[src/rtl/st7735_spi_sink_if.sv]
// ST7735 4-wire display link bundle (SCLK, MOSI, D/C, CS).
// Ports / modports:
//   master - the LCD driver side; drives all four link wires.
//   slave  - the receive-side decoder; samples all four link wires.
// Signals:
//   spi_clk  : link SCLK, asynchronous to any system clock
//   spi_mosi : serial data, MSB first
//   spi_dc   : 0 = command byte, 1 = data byte
//   spi_cs   : active-low chip select
interface st7735_spi_sink_if;
    logic spi_clk;
    logic spi_mosi;
    logic spi_dc;
    logic spi_cs;

    modport master (
        output spi_clk,
        output spi_mosi,
        output spi_dc,
        output spi_cs
    );

    modport slave (
        input spi_clk,
        input spi_mosi,
        input spi_dc,
        input spi_cs
    );
endinterface

[src/rtl/st7735_spi_sink.sv]
// st7735_spi_sink - receive-side decoder for the ST7735 4-wire link.
// Oversamples the link in the clk domain, assembles MSB-first bytes, tracks
// the command context (CASET, RASET, RAMWR, SWRESET) and emits addressed
// RGB565 pixel writes for a framebuffer or scoreboard.
// Ports:
//   clk, reset     : system clock (>= 4x SCLK), synchronous active-high reset
//   link           : st7735_spi_sink_if.slave (SCLK, MOSI, D/C, CS)
//   cmd_valid      : 1-cycle pulse per completed command byte; cmd_byte held
//   param_valid    : 1-cycle pulse per data byte outside RAMWR; param_byte held
//   pix_valid      : 1-cycle pulse per completed pixel at (pix_x, pix_y)
//   pix_data       : RGB565, first byte in [15:8]
//   frame_done     : pulses with the pixel written at (xe, ye)
//   stray_data     : sticky flag, data byte seen while IDLE
module st7735_spi_sink #(
    parameter logic [7:0] DEF_XE = 8'd159,
    parameter logic [7:0] DEF_YE = 8'd79
) (
    input  logic                    clk,
    input  logic                    reset,
    st7735_spi_sink_if.slave        link,
    output logic                    cmd_valid,
    output logic [7:0]              cmd_byte,
    output logic                    param_valid,
    output logic [7:0]              param_byte,
    output logic                    pix_valid,
    output logic [7:0]              pix_x,
    output logic [7:0]              pix_y,
    output logic [15:0]             pix_data,
    output logic                    frame_done,
    output logic                    stray_data
);

    typedef enum logic [2:0] {
        ST_IDLE  = 3'd0,
        ST_CASET = 3'd1,
        ST_RASET = 3'd2,
        ST_SKIP  = 3'd3,
        ST_RAMWR = 3'd4
    } state_t;

    // synchroniser and edge-detect state
    logic       sclk_meta_r, sclk_sync_r, sclk_prev_r;
    logic       mosi_meta_r, mosi_sync_r;
    logic       dc_meta_r,   dc_sync_r;
    logic       cs_meta_r,   cs_sync_r;
    logic       rise_s;

    // byte assembly
    logic [2:0] bitcnt_r;
    logic [7:0] shift_r;
    logic       byte_done_r;
    logic       byte_dc_r;

    // command context
    state_t     state_r;
    logic [1:0] param_idx_r;
    logic [7:0] xs_r, xe_r, ys_r, ye_r;
    logic [7:0] col_r, row_r;
    logic       pix_phase_r;
    logic [7:0] pix_hi_r;

    assign rise_s = sclk_sync_r & ~sclk_prev_r;

    // Two-flop synchronisers for every link wire plus one cycle of SCLK history
    always_ff @(posedge clk) begin
        if (reset) begin
            sclk_meta_r <= 1'b0;
            sclk_sync_r <= 1'b0;
            sclk_prev_r <= 1'b0;
            mosi_meta_r <= 1'b0;
            mosi_sync_r <= 1'b0;
            dc_meta_r   <= 1'b0;
            dc_sync_r   <= 1'b0;
            cs_meta_r   <= 1'b1;
            cs_sync_r   <= 1'b1;
        end else begin
            sclk_meta_r <= link.spi_clk;
            sclk_sync_r <= sclk_meta_r;
            sclk_prev_r <= sclk_sync_r;
            mosi_meta_r <= link.spi_mosi;
            mosi_sync_r <= mosi_meta_r;
            dc_meta_r   <= link.spi_dc;
            dc_sync_r   <= dc_meta_r;
            cs_meta_r   <= link.spi_cs;
            cs_sync_r   <= cs_meta_r;
        end
    end

    // Shift MOSI on SCLK rising edges while selected; flag each completed byte
    always_ff @(posedge clk) begin
        if (reset) begin
            bitcnt_r    <= 3'd0;
            shift_r     <= 8'd0;
            byte_done_r <= 1'b0;
            byte_dc_r   <= 1'b0;
        end else begin
            byte_done_r <= 1'b0;
            if (cs_sync_r) begin
                // deselect throws away any partial byte; edges seen with CS high are ignored
                bitcnt_r <= 3'd0;
            end else if (rise_s) begin
                shift_r  <= {shift_r[6:0], mosi_sync_r};
                bitcnt_r <= bitcnt_r + 3'd1;   // wraps 7 -> 0 at byte end
                if (bitcnt_r == 3'd7) begin
                    byte_done_r <= 1'b1;
                    byte_dc_r   <= dc_sync_r;
                end else begin
                    byte_dc_r   <= byte_dc_r;
                end
            end else begin
                bitcnt_r <= bitcnt_r;
            end
        end
    end

    // Command FSM: decodes completed bytes into registered pulses and pixel writes
    always_ff @(posedge clk) begin
        if (reset) begin
            state_r     <= ST_IDLE;
            param_idx_r <= 2'd0;
            xs_r        <= 8'd0;
            xe_r        <= DEF_XE;
            ys_r        <= 8'd0;
            ye_r        <= DEF_YE;
            col_r       <= 8'd0;
            row_r       <= 8'd0;
            pix_phase_r <= 1'b0;
            pix_hi_r    <= 8'd0;
            cmd_valid   <= 1'b0;
            cmd_byte    <= 8'd0;
            param_valid <= 1'b0;
            param_byte  <= 8'd0;
            pix_valid   <= 1'b0;
            pix_x       <= 8'd0;
            pix_y       <= 8'd0;
            pix_data    <= 16'd0;
            frame_done  <= 1'b0;
            stray_data  <= 1'b0;
        end else begin
            cmd_valid   <= 1'b0;
            param_valid <= 1'b0;
            pix_valid   <= 1'b0;
            frame_done  <= 1'b0;
            if (byte_done_r && !byte_dc_r) begin
                // a command byte aborts whatever was in progress
                cmd_valid   <= 1'b1;
                cmd_byte    <= shift_r;
                param_idx_r <= 2'd0;
                pix_phase_r <= 1'b0;
                case (shift_r)
                    8'h2A: state_r <= ST_CASET;
                    8'h2B: state_r <= ST_RASET;
                    8'h2C: begin
                        state_r <= ST_RAMWR;
                        col_r   <= xs_r;
                        row_r   <= ys_r;
                    end
                    8'h01: begin
                        state_r <= ST_IDLE;
                        xs_r    <= 8'd0;
                        xe_r    <= DEF_XE;
                        ys_r    <= 8'd0;
                        ye_r    <= DEF_YE;
                    end
                    default: state_r <= ST_SKIP;
                endcase
            end else if (byte_done_r) begin
                case (state_r)
                    ST_CASET, ST_RASET: begin
                        param_valid <= 1'b1;
                        param_byte  <= shift_r;
                        param_idx_r <= param_idx_r + 2'd1;
                        // only the low byte of each 16-bit start/end is kept
                        case (param_idx_r)
                            2'd1: begin
                                if (state_r == ST_CASET) xs_r <= shift_r;
                                else                     ys_r <= shift_r;
                            end
                            2'd3: begin
                                if (state_r == ST_CASET) xe_r <= shift_r;
                                else                     ye_r <= shift_r;
                                state_r <= ST_SKIP;
                            end
                            default: param_idx_r <= param_idx_r + 2'd1;
                        endcase
                    end
                    ST_SKIP: begin
                        param_valid <= 1'b1;
                        param_byte  <= shift_r;
                    end
                    ST_RAMWR: begin
                        if (!pix_phase_r) begin
                            pix_hi_r    <= shift_r;
                            pix_phase_r <= 1'b1;
                        end else begin
                            pix_phase_r <= 1'b0;
                            pix_valid   <= 1'b1;
                            pix_x       <= col_r;
                            pix_y       <= row_r;
                            pix_data    <= {pix_hi_r, shift_r};
                            frame_done  <= (col_r == xe_r) && (row_r == ye_r);
                            // 8-bit wrapping raster walk; xs > xe passes through 255 -> 0
                            if (col_r == xe_r) begin
                                col_r <= xs_r;
                                if (row_r == ye_r) row_r <= ys_r;
                                else               row_r <= row_r + 8'd1;
                            end else begin
                                col_r <= col_r + 8'd1;
                            end
                        end
                    end
                    ST_IDLE: stray_data <= 1'b1;
                    default: state_r <= ST_IDLE;
                endcase
            end else if (cs_sync_r) begin
                // deselect between bytes of a pixel drops the stored high byte
                pix_phase_r <= 1'b0;
            end else begin
                pix_phase_r <= pix_phase_r;
            end
        end
    end

endmodule
[src/flat_wrapper.sv]
// flat-port wrapper written by rule: the top's interface ports become plain ports
module st7735_spi_sink_flat 
#(
    parameter logic [7:0] DEF_XE = 8'd159,
    parameter logic [7:0] DEF_YE = 8'd79
)
  (clk, reset, cmd_valid, cmd_byte, param_valid, param_byte, pix_valid, pix_x, pix_y, pix_data, frame_done, stray_data, link_spi_clk, link_spi_mosi, link_spi_dc, link_spi_cs);
  st7735_spi_sink_if link_i ();
  input  logic clk;
  input  logic reset;
  output logic cmd_valid;
  output logic [7:0] cmd_byte;
  output logic param_valid;
  output logic [7:0] param_byte;
  output logic pix_valid;
  output logic [7:0] pix_x;
  output logic [7:0] pix_y;
  output logic [15:0] pix_data;
  output logic frame_done;
  output logic stray_data;
  input wire logic [$bits(link_i.spi_clk)-1:0] link_spi_clk;
  input wire logic [$bits(link_i.spi_mosi)-1:0] link_spi_mosi;
  input wire logic [$bits(link_i.spi_dc)-1:0] link_spi_dc;
  input wire logic [$bits(link_i.spi_cs)-1:0] link_spi_cs;
  assign link_i.spi_clk = link_spi_clk;
  assign link_i.spi_mosi = link_spi_mosi;
  assign link_i.spi_dc = link_spi_dc;
  assign link_i.spi_cs = link_spi_cs;
  st7735_spi_sink #(.DEF_XE(DEF_XE), .DEF_YE(DEF_YE)) u_core (.clk(clk), .reset(reset), .link(link_i), .cmd_valid(cmd_valid), .cmd_byte(cmd_byte), .param_valid(param_valid), .param_byte(param_byte), .pix_valid(pix_valid), .pix_x(pix_x), .pix_y(pix_y), .pix_data(pix_data), .frame_done(frame_done), .stray_data(stray_data));
endmodule
[config.mk]
export PLATFORM = sky130hd
export DESIGN_NAME = st7735_spi_sink_flat
export DESIGN_NICKNAME = d
export VERILOG_FILES = /design/src/rtl/st7735_spi_sink_if.sv /design/src/rtl/st7735_spi_sink.sv /design/src/flat_wrapper.sv
export SDC_FILE = /design/constraint.sdc
export NUM_CORES = 1
export LEC_CHECK = 0
export CORE_UTILIZATION = 45
export DETAILED_ROUTE_END_ITERATION = 10
export PLACE_DENSITY = 0.72
export SETUP_SLACK_MARGIN = 0.1
export SLEW_MARGIN = 20
export SYNTH_ARGS = -nofsm -noshare
export SYNTH_HDL_FRONTEND = slang
export SYNTH_SLANG_ARGS = --single-unit
[constraint.sdc]
create_clock -name clk -period 2.4 [get_ports clk]
set_input_delay 0.48 -clock clk [delete_from_list [all_inputs] [get_ports clk]]
set_output_delay 0.48 -clock clk [all_outputs]
set_load 0.01 [all_outputs]
==> impl_metrics.json <==
{
  "rsz0062_at_grt": "true",
  "grt_use_total_pct": 21.7,
  "hold_viol_final": 0,
  "min_period_ns": 2.21,
  "cp.arrival_ns": 2.54,
  "grt_pass1_vias": 4516,
  "synth-warning-count": 0,
  "nFillCells": 1128,
  "numCtsBuffers": 17,
  "dieHeight_um": 115,
  "syn_nets": 660,
  "slew_violations": 0,
  "seqPwrFrac_pct": 45.7,
  "gr-total-overflow": 0,
  "min_period_over_period_pct": 92.1,
  "port_buffers": 58,
  "clk_pin_slew_ns": 0.06,
  "p_sw_mw": 1.00,
  "largest_reg_flops": 16,
  "clkSinkCount": 137,
  "clock_path_buffers": 2,
  "critical_path_class": "reg -> reg",
  "max-cap-violations": 0,
  "critPathCaptureType": "flop",
  "synth-edff-count": 0,
  "dr.first_iter.drc_count": 301,
  "avgSynthCellArea_um2": 8.82,
  "initial_utilization_pct": 46.8,
  "synthArstFlopShare_pct": 0,
  "critical_path_peak_fanout": 10,
  "p_leak_nw": 2.77,
  "netlist_instances": 648,
  "drt-wirelength-per-cell_um": 15.3,
  "peakVddDrop_mv": 0.491,
  "grt_max_degree": 67,
  "status": "finished, final reports clean",
  "final_cell_mix": "137 x dfxtp_1, 98 x nand2_1, 76 x nor2_1",
  "cellPowerDensity_mw_per_mm2": 704,
  "ioPinCount": 59,
  "power_frac_clock_pct": 53.0,
  "switching_share_pct": 20.0,
  "p_int_mw": 4.01,
  "cts_tree": "yes",
  "max_freq_mhz": 452,
  "dp_hpwl_um": 9170,
  "drc": 0,
  "via_count": 4685,
  "netlist_area_mm2": 0.00571,
  "gp_congestion": 0.805,
  "required_ns": 2.73,
  "setup_viol": 0,
  "slew_headroom_pct": 54.9,
  "diodes": 0,
  "hold_buffers": 0,
  "die_w_um": 115,
  "startpoint_type": "flop",
  "combPwrFrac_pct": 1.3,
  "ys.flop_type": "dfxtp_1",
  "tns_ns": 0,
  "hold_ws_ns": 0.368,
  "area_growth_pct": 24.7,
  "top_register": "u_core.pix_data",
  "drtPass1Iterations": 7,
  "grt_pass1_wl_um": 22100,
  "p_total_mw": 5.02,
  "htree_levels": 4,
  "std_cell_rows": 40,
  "yosysUniqueCellTypes": 45,
  "drive_above_1_share_pct": 11.2,
  "ys_seq_area_share_pct": 48.0,
  "clk_latency_ns": 0.41,
  "cts_root_buf": "clkbuf_16",
  "die_area_mm2": 0.0132,
  "final.setup_skew_ns": 0.00792,
  "routed_wl_um": 13500,
  "antenna_found_initial": 0,
  "nNetsFinal": 714,
  "hold_class": "in -> reg",
  "ant_nets": 0,
  "core_area_mm2": 0.0122,
  "worst_slew_pin_slew_ns": 0.677,
  "ys_seq_elements": 137,
  "final_common_cell": "dfxtp_1",
  "viasPerCell": 5.31
}
[area by class of cell]
type,count,area (um^2),share of cell area [%]
flip-flops and latches,137,2740,38.5
well taps,168,210,2.95
clock inverters,12,148,2.07
inverters,16,60.1,0.843
multi-input cells,449,2750,38.5
clock buffers,20,467,6.55
repair buffers,81,754,10.6
[logic make-up after synthesis]
logic type	Yosys count	share of synthesized area (%)
compound gates	112	12.1
xor+xnor	18	2.76
fa+ha+maj	6	1.31
buf+inv	62	4.36
flops	137	48.0
mux	61	10.7
simple gates	252	20.8
[metal layers]
metal	part of all wire, %	global-route usage, %	up-vias
met5	0	0	-
met4	1.6	8.14	0
met3	5.2	6.03	21
met2	49	35.7	122
met1	44	27.2	2235
li1	-	-	2307
[repair_timing]
action,CTS,global route
pin swaps,0,0
endpoints found under the setup margin,1,15
buffers inserted,0,0
gates resized for setup,1,4
[critical path: stages (launching register included)]
cell and delay, ns:
dfxtp_1 0.40, or3_4 0.46, nor4_4 0.31, nor2_2 0.16, or4b_2 0.63, a31oi_1 0.17
[cell usage after synthesis (2+ instances only)]
cell	n	area share (%)
inv_1	16	1.1
a21oi_1	54	4.7
mux2i_1	59	10
xnor2_1	2	0.31
nand3b_1	2	0.26
nor2b_1	16	1.8
o21ai_0	11	0.96
a2bb2oi_1	2	0.31
nor2_1	76	5.0
and2_1	8	0.88
nand2b_1	7	0.77
nand2_1	98	6.4
o21a_1	3	0.39
o21ai_2	2	0.31
nand3_1	10	0.88
mux2_2	2	0.39
ha_1	6	1.3
dfxtp_1	137	48
nor4_4	3	1.1
o21ai_1	2	0.18
or2_2	5	0.55
nor3_1	9	0.79
or3_1	5	0.55
o32ai_1	10	1.5
o211ai_1	9	1.2
a21boi_0	2	0.26
a31oi_1	3	0.33
o22ai_1	2	0.22
a211oi_1	7	0.92
or4b_2	3	0.53
buf_2	7	0.61
clkbuf_1	37	2.4
nor4_1	6	0.66
xor2_1	16	2.5
[power groups by stage]
stage / clock, mW / sequential, mW / combinational [mW]
2_1_floorplan: 0 / 2.34 / 0.0470
3_3_place_gp: 0 / 2.34 / 0.0632
3_5_place_dp: 0 / 2.34 / 0.0644
4_1_cts: 2.71 / 2.29 / 0.0647
5_1_grt: 2.80 / 2.29 / 0.0723
6_report: 2.66 / 2.29 / 0.0650
[metrics by stage]
step / area, um^2 / setup slack [ns] / utilization [%] / instances
after floorplan: 5710 / 0.305 / - / 648
after global placement: 6490 / 0.216 / 53.1 / 851
after detailed placement: 6490 / 0.0975 / 53.1 / 851
after CTS: 7110 / 0.134 / 58.2 / 883
after global routing: 7130 / 0.0549 / 58.4 / 883
final: 7130 / 0.189 / 58.4 / 883
[path summary, 6_finish.rpt]
| kind | startpoint | end | slack, ns | cells after the start |
|---|---|---|---|---|
| setup reg to reg | u_core.shift_r[7] | u_core.row_r[0] | 0.19 | 5 |
| hold / removal | reset | u_core.pix_x[4] | 0.37 | 2 |
| setup / recovery | u_core.shift_r[7] | u_core.row_r[0] | 0.19 | 5 |
| hold reg to reg | u_core.cs_meta_r | u_core.cs_sync_r | 0.42 | 1 |
Note: power is estimated with default switching activity, not from simulation.
